==> src/rtl/mem_port_arbiter.sv <==
// mem_port_arbiter: shares one non-pipelined memory port between instruction
// fetch (I) and load/store (D). One transaction in flight at a time; D has
// priority. The winner's request is registered onto mem_* and held until
// mem_ready, and the response is routed back combinationally.
// Optional build macro MEM_ARB_STARVE_GUARD_EN: after STARVE_LIMIT consecutive
// D grants made while I waits, the next arbitration with i_valid=1 grants I.
module mem_port_arbiter #(
  parameter int ADDR_W       = 32,
  parameter int DATA_W       = 32,
  parameter int STARVE_LIMIT = 4
) (
  input  logic                clk,
  input  logic                rst,
  input  logic                i_valid,
  input  logic [ADDR_W-1:0]   i_addr,
  output logic                i_ready,
  output logic [DATA_W-1:0]   i_rdata,
  input  logic                d_valid,
  input  logic                d_we,
  input  logic [ADDR_W-1:0]   d_addr,
  input  logic [DATA_W-1:0]   d_wdata,
  input  logic [DATA_W/8-1:0] d_wstrb,
  output logic                d_ready,
  output logic [DATA_W-1:0]   d_rdata,
  output logic                mem_valid,
  output logic                mem_we,
  output logic [ADDR_W-1:0]   mem_addr,
  output logic [DATA_W-1:0]   mem_wdata,
  output logic [DATA_W/8-1:0] mem_wstrb,
  input  logic                mem_ready,
  input  logic [DATA_W-1:0]   mem_rdata,
  output logic                busy
);

  localparam int STRB_W = DATA_W / 8;

  localparam logic [1:0] IDLE   = 2'd0;
  localparam logic [1:0] BUSY_I = 2'd1;
  localparam logic [1:0] BUSY_D = 2'd2;

  logic [1:0]        state_reg;
  logic              mem_valid_reg;
  logic              mem_we_reg;
  logic [ADDR_W-1:0] mem_addr_reg;
  logic [DATA_W-1:0] mem_wdata_reg;
  logic [STRB_W-1:0] mem_wstrb_reg;

  logic grant_i;
  logic grant_d;

`ifdef MEM_ARB_STARVE_GUARD_EN
  localparam int CNT_W = $clog2(STARVE_LIMIT + 1);
  localparam logic [CNT_W-1:0] LIMIT = CNT_W'(STARVE_LIMIT);

  logic [CNT_W-1:0] starve_cnt_reg;

  // Arbitration: D first, unless I has waited through LIMIT D grants.
  always_comb begin
    grant_i = (state_reg == IDLE) && i_valid &&
              (!d_valid || (starve_cnt_reg == LIMIT));
    grant_d = (state_reg == IDLE) && d_valid && !grant_i;
  end

  // Count D grants that bypass a waiting fetch; saturate at the limit.
  always_ff @(posedge clk) begin
    if (rst) begin
      starve_cnt_reg <= '0;
    end else if (grant_i) begin
      starve_cnt_reg <= '0;
    end else if (grant_d) begin
      if (!i_valid) begin
        starve_cnt_reg <= '0;
      end else if (starve_cnt_reg != LIMIT) begin
        starve_cnt_reg <= starve_cnt_reg + 1'b1;
      end
    end
  end
`else
  // Arbitration: strict D priority.
  always_comb begin
    grant_d = (state_reg == IDLE) && d_valid;
    grant_i = (state_reg == IDLE) && i_valid && !d_valid;
  end
`endif

  // FSM and registered memory request; mem_* held stable until mem_ready.
  always_ff @(posedge clk) begin
    if (rst) begin
      state_reg     <= IDLE;
      mem_valid_reg <= 1'b0;
      mem_we_reg    <= 1'b0;
      mem_addr_reg  <= '0;
      mem_wdata_reg <= '0;
      mem_wstrb_reg <= '0;
    end else begin
      case (state_reg)
        IDLE: begin
          if (grant_d) begin
            state_reg     <= BUSY_D;
            mem_valid_reg <= 1'b1;
            mem_we_reg    <= d_we;
            mem_addr_reg  <= d_addr;
            mem_wdata_reg <= d_wdata;
            mem_wstrb_reg <= d_wstrb;
          end else if (grant_i) begin
            // Fetches are always reads with no byte enables.
            state_reg     <= BUSY_I;
            mem_valid_reg <= 1'b1;
            mem_we_reg    <= 1'b0;
            mem_addr_reg  <= i_addr;
            mem_wstrb_reg <= '0;
          end
        end
        BUSY_I, BUSY_D: begin
          if (mem_ready) begin
            state_reg     <= IDLE;
            mem_valid_reg <= 1'b0;
          end
        end
        default: begin
          state_reg     <= IDLE;
          mem_valid_reg <= 1'b0;
        end
      endcase
    end
  end

  // Response routing: ready only in the owner's BUSY state, same cycle as ack.
  always_comb begin
    i_ready = (state_reg == BUSY_I) && mem_ready;
    d_ready = (state_reg == BUSY_D) && mem_ready;
  end

  assign i_rdata   = mem_rdata;
  assign d_rdata   = mem_rdata;
  assign mem_valid = mem_valid_reg;
  assign mem_we    = mem_we_reg;
  assign mem_addr  = mem_addr_reg;
  assign mem_wdata = mem_wdata_reg;
  assign mem_wstrb = mem_wstrb_reg;
  assign busy      = (state_reg != IDLE);

endmodule
==> config.mk <==
export PLATFORM = sky130hd
export DESIGN_NAME = mem_port_arbiter
export DESIGN_NICKNAME = d
export VERILOG_FILES = /design/src/rtl/mem_port_arbiter.sv
export SDC_FILE = /design/constraint.sdc
export NUM_CORES = 1
export LEC_CHECK = 0
export ABC_CLOCK_PERIOD_IN_PS = 1700
export BUFFER_PORTS_ARGS = -buffer_cell sky130_fd_sc_hd__buf_2
export CAP_MARGIN = 10
export CORE_AREA = 2 2 108 110
export DETAILED_ROUTE_END_ITERATION = 8
export DIE_AREA = 0 0 110 112
export GPL_TIMING_DRIVEN = 0
export PLACE_DENSITY_LB_ADDON = 0.05
export SLEW_MARGIN = 10
export SYNTH_ARGS = -nofsm -noshare
export SYNTH_HDL_FRONTEND = slang
export SYNTH_SLANG_ARGS = --single-unit
==> constraint.sdc <==
create_clock -name clk -period 1.7 [get_ports clk]
set_input_delay 0.085 -clock clk [delete_from_list [all_inputs] [get_ports clk]]
set_output_delay 0.085 -clock clk [all_outputs]
set_load 0.005 [all_outputs]
# Word-level counts from Yosys, hierarchy flattened
# Index checks and enable logic that the tools add are counted.
[word_totals]
regBits = 72
input_bits = 138
[op_classes]
n_eq_ne = 4
mux = 14
n_reduce_logical = 13
[op_table]
columns = ["operator", "count"]
rows = [
  ["32-bit two-way mux", 2],
  ["4-bit two-way mux", 2],
  ["2-bit two-way mux", 3],
  ["2-bit AND reduction", 3],
  ["1-bit logical AND", 5],
  ["1-bit two-way mux", 5],
  ["2-bit case mux with 2 select lines", 1],
  ["2-bit nonzero test", 2],
  ["3-bit inequality test (second input constant)", 1],
  ["2-bit by 1-bit == test with 1-bit output (second input constant)", 1],
  ["2-bit == test (second input constant)", 1],
  ["2-bit zero test", 1],
  ["2-bit inequality test (second input constant)", 1],
  ["1-bit case mux with 2 select lines", 1],
  ["2-bit OR reduction", 1],
  ["1-bit zero test", 1],
]

# Logic depth before layout (Yosys ltp)
[depth]
depth_word = 6
mapped_depth = 7
depth_no_buf = 5

# Worst setup path before layout
# OpenSTA, ideal clock, no wires.
[synth_path]
path_kind = "register to register"
startpoint = "register state_reg[1]"
endpoint = "register mem_addr_reg[0], in the netlist mem_addr[0]"
setup_ns = 0.089
arrival_time_ns = 1.411
setup_slack_ns = 0.201
path_stages_with_launch = 7
n_path_buf = 1
cell_sequence = "dfxtp_1 inv_1 ha_1 mux2i_2 nor2_4 buf_6 a311oi_2"
[synth_between]
elab_chain_cells = 5
elab_cells_between_ends = 7
[synth_lines]
columns = ["element", "line", "rtl"]
rows = [
  ["from (decl)", "41", "logic [1:0] state_reg;"],
  ["from (signal assigned)", "89", "state_reg <= IDLE;"],
  ["from (signal assigned)", "99", "state_reg <= BUSY_D;"],
  ["from (signal assigned)", "107", "state_reg <= BUSY_I;"],
  ["2-bit zero test (*)", "81, 82, 96", ""],
  ["1-bit logical AND (2 in a row)", "82", "grant_i = (state_reg == IDLE) && i_valid && !d_valid;"],
  ["2-bit nonzero test (no line)", "n/a", ""],
  ["2-bit AND reduction (no line)", "n/a", ""],
  ["to (signal assigned)", "102", "mem_addr_reg <= d_addr;"],
  ["to (signal assigned)", "110", "mem_addr_reg <= i_addr;"],
  ["to (decl)", "44", "logic [ADDR_W-1:0] mem_addr_reg;"],
]
# Mark *: on every way between the ends. The rest lies on a longest branch, timed or not.
# A chain may end at the register's enable or synchronous reset.

# Worst setup path in the final report
[layout_path]
startpoint = "register state_reg[1]"
endpoint = "register mem_addr_reg[1], in the netlist mem_addr[1]"
# Same word-level chain as after synthesis.

==> summary.txt <==
Worst setup path
  – CP delay by family, top: flip-flops
  – Worst-path fanout max: 10
  – Reg2Reg Depth: 6
  – Crit path cell chain: inv_2 > ha_4 > mux2_4 > buf_4 > a21oi_1 > a311oi_2
  – Crit path depth: 6
  – CP Class: flop to flop
  – Startpoint Class: flop
  – Worst reg2reg setup slack: 0.13 ns
  – Worst EP arrival: 1.74 ns
  – WP data required: 1.87 ns
  – CP bufs+invs: 2
  – Worst R2R End: mem_addr[1]
  – Crit. End Element: flop
  – Crit path from: state_reg[1]
  – Max incr delay on CP: 0.38 ns
  – FF-to-FF Start: state_reg[1]
  – CP max-delay cell: dfxtp_1
  – CP Capture Point: mem_addr[1]

Timing
  – Slew margin rel.: 51.5%
  – Hold Fails Final Rpt: 0
  – Period utilisation layout: 92.2%
  – Final WS setup: 0.133 ns
  – Max Clk Rate: 0.638 GHz
  – Clock Skew: 0.00448 ns
  – RSZ-0062 raised after global routing: false
  – Min cycle time layout: 1.57 ns
  – Count of final setup violators: 0
  – Fin. max-slew vios: 0
  – Slew @ Worst Pin: 0.728 ns

Clocking
  – # H-tree levels: 3
  – Clock transition at path regs: 0.05 ns
  – Number of CTS-inserted buffers: 9
  – CTS Root Cell: clkbuf_16
  – CTS Sinks: 72
  – Clock buffer depth: 2
  – Worst skew pair latency: 0.32 ns
  – CTS tree: yes

Global route
  – Number of global-route vias before repair: 3758
  – Largest net degree at the start of global routing: 11
  – GRT met1 Usage: 19.9%
  – First-pass GRT wire length: 17400 um
  – Residual overflow from global routing: 0
  – Total GRT Usage: 17.9%
  – Met2 Resource Use GR: 31.6%
  – Initial antenna violation count: 2
  – GRT busiest layer: met2
  – Met3 Track Usage GR: 6.38%

Synthesis
  – Mapped Area: 3640 um^2
  – Seq/Total Area, Yosys: 39.6%
  – Post-Synthesis Net Count: 575
  – Netlist cell types: 25
  – FF+latch count, synth: 72
  – YS warnings: 0
  – Syn avg cell area: 8.41 um^2
  – Synth Instances: 433

Hold path
  – HP Class: primary input to flop

Detailed routing
  – Post-route ant nets: 0
  – Vias: 3885
  – Routed len/inst: 13.3 um
  – 1st-iter DRT viols: 169
  – Via density: 4.53
  – Post-route DRC: 0
  – DRT Pass-1 Iters: 4
  – Routed Wire Length: 11400 um

Die
  – Io pins: 275
  – Die span in x: 110 um
  – Die ar.: 12300 um^2
  – Die Span Y: 112 um
  – Core area: 11200 um^2
  – Cell Rows: 39
  – Initial Util: 32.6%

Layout
  – Number of fill cells: 1118
  – Nets: 856
  – Diodes inserted: 0
  – Share of cells above drive strength 1: 52.4%
  – Layout area overhead: 54.1%
  – Fin util: 50.2%

Placement
  – Post-DP HPWL: 8760 um
  – Pre-CTS setup slack: -0.207 ns
  – Placer Congestion: 0.783
  – IO Port Bufs: 242

Job
  – MaxCap Viol Count: 0

Power and ir drop
  – Pwr dens: 1070 nW/um^2
  – Peak VDD IR: 0.000633 V
  – Static leakage: 2.78 nW

Outcome
  – Outcome: completed
[power by group]
group          total [mW]  internal, mW  switching, mW
registers            2.14          2.00          0.146
logic                2.23          1.06           1.17
clock network        1.63         0.988          0.644
total                6.00          4.04           1.96
[routing by layer]
metal  routed length [um]  vias up
met5                    0        -
li1                     -     1955
met2                 5610      156
met1                 4510     1762
met3                 1090       12
met4                  172        0
[worst min path at each step]
stage | start | endpoint | slack [ns] | cells past startpoint
detailed placement | d_wdata[10] | mem_wdata[10] | 0.33 | 3
floorplan | d_wdata[0] | mem_wdata[0] | 0.22 | 2
global route | d_wstrb[3] | mem_wstrb[3] | 0.006 | 3
CTS | d_wdata[0] | mem_wdata[0] | 0.002 | 3
finish | d_wdata[20] | mem_wdata[20] | 0.01 | 3
global placement | d_wdata[28] | mem_wdata[28] | 0.33 | 3
[final cells by class]
class / count / area (um^2) / area share (%)
repair buffers: 271 / 1500 / 26.7
multi-input cells: 262 / 1560 / 27.9
plain buffers: 94 / 661 / 11.8
clock buffers: 10 / 239 / 4.26
well taps: 143 / 179 / 3.19
clock inverters: 2 / 10.0 / 0.178
flip-flops and latches: 72 / 1440 / 25.7
inverters: 4 / 15.0 / 0.268
[synth_stat cells, drive strengths merged]
library cell	number	area, um^2
nand2b	2	12.5
o21ai	5	25.0
a311oi	32	462
clkbuf	15	56.3
and2	3	18.8
o2bb2ai	1	8.76
inv	4	15.0
ha	4	50.1
nand2	134	505
mux2i	3	33.8
nor2b	1	6.26
or3	1	6.26
and3	1	6.26
buf	80	602
dfxtp	72	1440
mux2	1	15.0
nand3	1	5.00
a21oi	71	355
nor2	2	15.0
[through the flow]
stage          area, um^2  instances  hold WS, ns  power [mW]  setup TNS, ns
4_1_cts              5580        857      0.00184        6.06              0
5_1_grt              5610        858      0.00568        6.39              0
3_3_place_gp         5030        818        0.327        4.30          -5.37
2_1_floorplan        3640        433        0.221        3.51              0
3_5_place_dp         5030        818        0.332        4.33          -5.93
6_report             5610        858       0.0108        6.00              0
[repair_timing]
item                       CTS  global route
cloned                       0             0
setup endpoints to repair   36            32
buffers inserted             0             1
hold buffers                28             0
pin swaps                    0             1
hold endpoints to repair    28             0
resized for setup            8             4
[worst reg2reg max path, stage by stage (launching register included)]
cell      delay (ns)
dfxtp_1         0.38
inv_2           0.09
ha_4            0.20
mux2_4          0.30
buf_4           0.19
a21oi_1         0.19
a311oi_2        0.07
[layout by cell type, fill, tap and decap left out, types with 2 or more instances in the layout]
cell type	Yosys	routed
a311oi_1	3	3
dfxtp_1	72	72
nand2b_1	2	2
buf_4	68	69
nand2_1	133	133
clkbuf_2	0	2
inv_1	4	2
a311oi_2	29	29
buf_6	5	5
clkinv_2	0	2
mux2i_1	2	2
ha_1	4	2
and2_1	3	3
dlygate4sd3_1	0	28
ha_4	0	2
o21ai_0	5	5
buf_2	7	249
a21oi_1	71	71
clkbuf_1	15	11
clkbuf_16	0	9
inv_2	0	2
[logic make-up (layout without fill, tap and decap cells)]
kind of cell	Yosys count	in the layout	synth area share, %
AND/OR/NAND/NOR	145	145	15.8
AO/OA/AOI/OAI	109	109	23.4
buffers and inverters	99	381	18.5
flip-flops	72	72	39.6
adder cells (fa/ha/maj)	4	4	1.38
multiplexers	4	4	1.34
Power figures use the tool's default switching activity.
